**config.mk**
```make
export PLATFORM = sky130hd
export DESIGN_NAME = mem_arbiter
export DESIGN_NICKNAME = d
export VERILOG_FILES = /design/src/rtl/mem_arb_pkg.sv /design/src/rtl/mem_arb_pick.sv /design/src/rtl/mem_arbiter.sv
export SDC_FILE = /design/constraint.sdc
export NUM_CORES = 1
export LEC_CHECK = 0
export ABC_AREA = 1
export CAP_MARGIN = 20
export CORE_AREA = 3 3 647 649
export CTS_BUF_LIST = sky130_fd_sc_hd__clkbuf_2
export DETAILED_ROUTE_END_ITERATION = 6
export DIE_AREA = 0 0 650 652
export PLACE_DENSITY = 0.3
export SLEW_MARGIN = 20
export SYNTH_ARGS = -nofsm -noshare
export SYNTH_HDL_FRONTEND = slang
export SYNTH_SLANG_ARGS = --single-unit
```
**constraint.sdc**
```tcl
create_clock -name clk_i -period 1.36 [get_ports clk_i]
set_input_delay 0.136 -clock clk_i [delete_from_list [all_inputs] [get_ports clk_i]]
set_output_delay 0.136 -clock clk_i [all_outputs]
set_load 0.1 [all_outputs]
```
**src/rtl/mem_arb_pkg.sv**
```systemverilog
// rtl/mem_arb_pkg.sv - shared types and default widths for the two-port line-memory arbiter
package mem_arb_pkg;

    localparam int ADDR_W_DEF = 32;
    localparam int DATA_W_DEF = 256;

    typedef enum logic [1:0] {
        IDLE    = 2'd0,
        BUSY    = 2'd1,
        RELEASE = 2'd2
    } arb_state_e;

    typedef enum logic {
        OWNER_P0 = 1'b0,
        OWNER_P1 = 1'b1
    } owner_e;

    function automatic owner_e other_port(input owner_e o);
        return (o == OWNER_P0) ? OWNER_P1 : OWNER_P0;
    endfunction

endpackage

```
**src/rtl/mem_arb_pick.sv**
```systemverilog
// rtl/mem_arb_pick.sv - combinational grant selection; MEM_ARB_RR_EN selects round-robin,
// otherwise port 1 (D-cache) wins every contention.
module mem_arb_pick
    import mem_arb_pkg::*;
(
    input  logic   req0_i,
    input  logic   req1_i,
    input  owner_e prio_i,
    output logic   grant_o,
    output owner_e owner_o
);

    assign grant_o = req0_i | req1_i;

`ifdef MEM_ARB_RR_EN
    // prio_i names the port that wins a tie; a lone requester always wins.
    always_comb begin
        owner_o = prio_i;
        if (req0_i && !req1_i) begin
            owner_o = OWNER_P0;
        end else if (req1_i && !req0_i) begin
            owner_o = OWNER_P1;
        end
    end
`else
    logic unused_prio;
    assign unused_prio = prio_i;
    assign owner_o     = req1_i ? OWNER_P1 : OWNER_P0;
`endif

endmodule

```
**src/rtl/mem_arbiter.sv**
```systemverilog
// rtl/mem_arbiter.sv - arbitrates I-side and D-cache line requests onto one Data_Memory port;
// define MEM_ARB_RR_EN for round-robin arbitration instead of fixed D-cache priority.
module mem_arbiter
    import mem_arb_pkg::*;
#(
    parameter int ADDR_W = ADDR_W_DEF,
    parameter int DATA_W = DATA_W_DEF
) (
    input  logic              clk_i,
    input  logic              rst_i,

    input  logic              req0_enable_i,
    input  logic              req0_write_i,
    input  logic [ADDR_W-1:0] req0_addr_i,
    input  logic [DATA_W-1:0] req0_data_i,
    output logic              req0_ack_o,
    output logic [DATA_W-1:0] req0_data_o,

    input  logic              req1_enable_i,
    input  logic              req1_write_i,
    input  logic [ADDR_W-1:0] req1_addr_i,
    input  logic [DATA_W-1:0] req1_data_i,
    output logic              req1_ack_o,
    output logic [DATA_W-1:0] req1_data_o,

    output logic              mem_enable_o,
    output logic              mem_write_o,
    output logic [ADDR_W-1:0] mem_addr_o,
    output logic [DATA_W-1:0] mem_data_o,
    input  logic              mem_ack_i,
    input  logic [DATA_W-1:0] mem_data_i
);

    arb_state_e        state_q, state_d;
    owner_e            owner_q, owner_d;
    owner_e            prio_q,  prio_d;
    logic              write_q, write_d;
    logic [ADDR_W-1:0] addr_q,  addr_d;
    logic [DATA_W-1:0] data_q,  data_d;

    logic              pick_grant;
    owner_e            pick_owner;
    logic              busy;

    mem_arb_pick u_pick (
        .req0_i  (req0_enable_i),
        .req1_i  (req1_enable_i),
        .prio_i  (prio_q),
        .grant_o (pick_grant),
        .owner_o (pick_owner)
    );

    always_ff @(posedge clk_i or negedge rst_i) begin
        if (!rst_i) begin
            state_q <= IDLE;
            owner_q <= OWNER_P0;
            prio_q  <= OWNER_P1;
            write_q <= 1'b0;
            addr_q  <= '0;
            data_q  <= '0;
        end else begin
            state_q <= state_d;
            owner_q <= owner_d;
            prio_q  <= prio_d;
            write_q <= write_d;
            addr_q  <= addr_d;
            data_q  <= data_d;
        end
    end

    // Requests are only sampled in IDLE, so RELEASE enforces the two-cycle gap after an ack.
    always_comb begin
        state_d = state_q;
        owner_d = owner_q;
        prio_d  = prio_q;
        write_d = write_q;
        addr_d  = addr_q;
        data_d  = data_q;
        unique case (state_q)
            IDLE: begin
                if (pick_grant) begin
                    owner_d = pick_owner;
                    prio_d  = other_port(pick_owner);
                    state_d = BUSY;
                    if (pick_owner == OWNER_P1) begin
                        write_d = req1_write_i;
                        addr_d  = req1_addr_i;
                        data_d  = req1_data_i;
                    end else begin
                        write_d = req0_write_i;
                        addr_d  = req0_addr_i;
                        data_d  = req0_data_i;
                    end
                end
            end
            BUSY: begin
                if (mem_ack_i) begin
                    state_d = RELEASE;
                end
            end
            RELEASE: begin
                state_d = IDLE;
            end
            default: begin
                state_d = IDLE;
            end
        endcase
    end

    assign busy = (state_q == BUSY);

    // Everything downstream is gated by BUSY so a reset or stray mem_ack_i cannot leak out.
    always_comb begin
        mem_enable_o = busy;
        mem_write_o  = busy & write_q;
        mem_addr_o   = busy ? addr_q : '0;
        mem_data_o   = busy ? data_q : '0;
        req0_ack_o   = busy & mem_ack_i & (owner_q == OWNER_P0);
        req1_ack_o   = busy & mem_ack_i & (owner_q == OWNER_P1);
        req0_data_o  = (busy && owner_q == OWNER_P0) ? mem_data_i : '0;
        req1_data_o  = (busy && owner_q == OWNER_P1) ? mem_data_i : '0;
    end

endmodule

```
==> results.ini <==
[yosys]
yosysWarnings = 0
synth_seq_cells = 292
yosysSeqAreaShare = 0.366
ys_types = 11
synth_area_um2 = 20000
syn_inst = 3610
syn_area_per_cell_um2 = 5.54
syn_nets = 4449

[timing]
drv_slew = 0
fmax_mhz = 321
clock_skew_ns = 0.276
relSlewSlack = 0.384
post-route-period-util = 2.29
rsz0062_at_grt = yes
hold_viol_final = 0
setup_viol = 1096
setup_ws_ns = -1.76
fin_crit_ns = 3.12
whs_ns = 0.311
tightest_slew_ns = 0.921

[die]
dieWidth_um = 650
die_y_um = 652
core_area_um2 = 413000
initial_core_util = 0.0484
rows = 236
io_pins = 1643
dieArea_um2 = 424000

[power]
p_switching_mw = 92.3
ir_drop_mv = 0.970
combPwrFrac = 0.848
p_seq_frac = 0.099
sw_frac_of_total = 0.610
p_int_mw = 59.0
leakage_nw = 31.7
power_mw = 151
clock_power_share = 0.053
power-per-cell-area_nw_per_um2 = 2110

[critical_path]
r2r-start = state_q[0]$_DFFE_PN0P_
critPathCaptureType = output pin
worstSetupStartpoint = state_q[0]$_DFFE_PN0P_
cp.required_ns = 1.22
worst_setup_path_start_kind = flop
worstReg2RegEnd = addr_q[4]$_DFFE_PN0P_
reg2reg_depth = 9
critPathKind = flop to output pin
path_max_fanout = 8
cp.arrival_ns = 2.98
regToRegSetupSlack_ns = -0.54
endpoint = req1_data_o[229]

[clock_tree]
h-tree-depth = 3
cts_tree = done
clockBufferDepth = 3
worstSkewPairLatency_ns = 1.50
cts_sinks = 292
cts_inserted_buffers = 94
cts-root-buf = clkbuf_2
clkTransAtPathRegs_ns = 0.11

[outcome]
violations = negative setup slack
status = finished, violations left

[routing]
dr.first_iter.drc_count = 1735
drc = 0
ant_nets = 0
routed_via_density = 2.93
dr_total_vias = 36278
totalWireLength_mm = 317
wl_per_cell_um = 25.6
drt-pass1-iter-count = 5

[placement]
dp_hpwl_mm = 273
pre_cts_slack_ns = -0.750
io_buffers = 1642
dp_cells = 10916
gp_congestion = 0.888

[global_route]
grt_overflow = 0
antenna_found_initial = 207
track_usage = 0.143
grt_max_degree = 67
grt_pass1_vias = 37797
grt_pass1_wl_mm = 399

[final_layout]
stdcell_count = 12384
num-nets-final = 7613
area_growth_syn_to_layout_pct = 260
drive_gt1_frac = 0.262

[worst_hold_path]
hold_class = primary input to flop
min_from = req1_data_i[131]

[run]
maxCapViolations = 0

-- cells by family after synthesis --
family | share of synthesized area
flops | 0.366
simple gates | 0.480
compound gates | 0.000250
buf+inv | 0.155
-- per-stage QoR --
stage / TNS, ns / area, µm² / utilization
after floorplan: -1165.23 / 20500 / -
after global placement: -576.11 / 55900 / 0.135
after detailed placement: -497.70 / 55900 / 0.135
after CTS: -1795.23 / 70400 / 0.170
after global routing: -1801.33 / 71700 / 0.174
final: -1458.45 / 71800 / 0.174
-- final cells by class --
cell class,instances,area [µm²]
antenna,72,180
clock buffer,134,671
clock inverter,26,178
fill,46246,341000
inverter,552,2090
multi-input combinational,2551,11700
sequential,292,7310
tap,5474,6850
timing repair buffer,3283,42800
-- synthesized netlist by cell type --
library cell	n	area, µm²
nor2_1	806	3030
nor2_4	1	11.3
buf_4	3	22.5
nand2_1	1742	6540
inv_1	552	2070
buf_2	158	791
clkbuf_1	50	188
dfrtp_1	292	7310
o21ai_0	1	5.00
buf_1	4	15.0
nor2_2	1	6.26
-- cells in the final DEF (no fill, tap or decap) --
cell type        Yosys  layout
nand2_8              0       2
nor2_4               1     225
buf_6                0      39
inv_8                0       3
dfrtp_1            292     292
nor2_2               1     169
inv_6                0       3
diode_2              0      72
clkinv_2             0       1
clkinv_8             0       2
clkbuf_16            0      10
bufbuf_16            0       1
nor2_1             806     414
bufinv_16            0       1
buf_8                0       4
buf_16               0      27
nand2_4              0       1
buf_4                3     192
o21ai_0              1       1
inv_2                0       1
dlygate4sd3_1        0    1201
clkdlybuf4s50_1      0     836
clkbuf_2             0     134
nand2_1           1742    1739
buf_12               0     973
clkinv_4             0       1
inv_1              552     549
clkinv_1             0      17
-- sequential cells by signal (all words and copies together), names as in the netlist --
register	cells
owner_q	1
write_q	1
data_q	256
addr_q	32
state_q	2
-- worst max-delay path, cell delays in order, from the launching register on --
cell and delay [ns]:
dfrtp_1 0.39, inv_2 0.07, nor2_4 0.10, buf_12 0.15
nand2_8 0.11, buf_16 0.19, buf_12 0.21, buf_12 0.15
nor2_4 0.10, buf_12 0.18
-- worst min-delay path by stage --
stage,to,slack (ns),depth (start not counted)
floorplan,addr_q[0]$_DFFE_PN0P_,-0.16,0
global placement,data_q[248]$_DFFE_PN0P_,0.13,1
detailed placement,data_q[248]$_DFFE_PN0P_,0.14,1
CTS,data_q[131]$_DFFE_PN0P_,0.007,6
global route,addr_q[8]$_DFFE_PN0P_,0.05,6
finish,data_q[131]$_DFFE_PN0P_,0.31,6
-- routing by layer --
| layer | GRT usage | part of all wire | vias up |
|---|---|---|---|
| li1 | - | - | 16655 |
| met1 | 0.156 | 0.38 | 17409 |
| met2 | 0.267 | 0.52 | 1608 |
| met3 | 0.0354 | 0.062 | 524 |
| met4 | 0.0499 | 0.042 | 82 |
| met5 | 0 | 0.0017 | - |
-- power by group through the flow --
stage               clock network [mW]  logic [mW]  registers, mW
floorplan                            0        66.2           14.4
global placement                     0         119           15.0
detailed placement                   0         119           15.1
CTS                               8.96         127           14.9
global route                      9.20         133           15.4
finish                            8.05         128           14.9
-- repair_timing --
item,4_1_cts,5_1_grt
gates resized for setup,363,240
pin swaps,6,5
setup buffers,7,12
gates cloned,14,15
setup endpoints to repair,1096,1096
hold endpoints to repair,584,0
hold buffers,1202,0
Note: power is estimated with default switching activity, not from simulation.
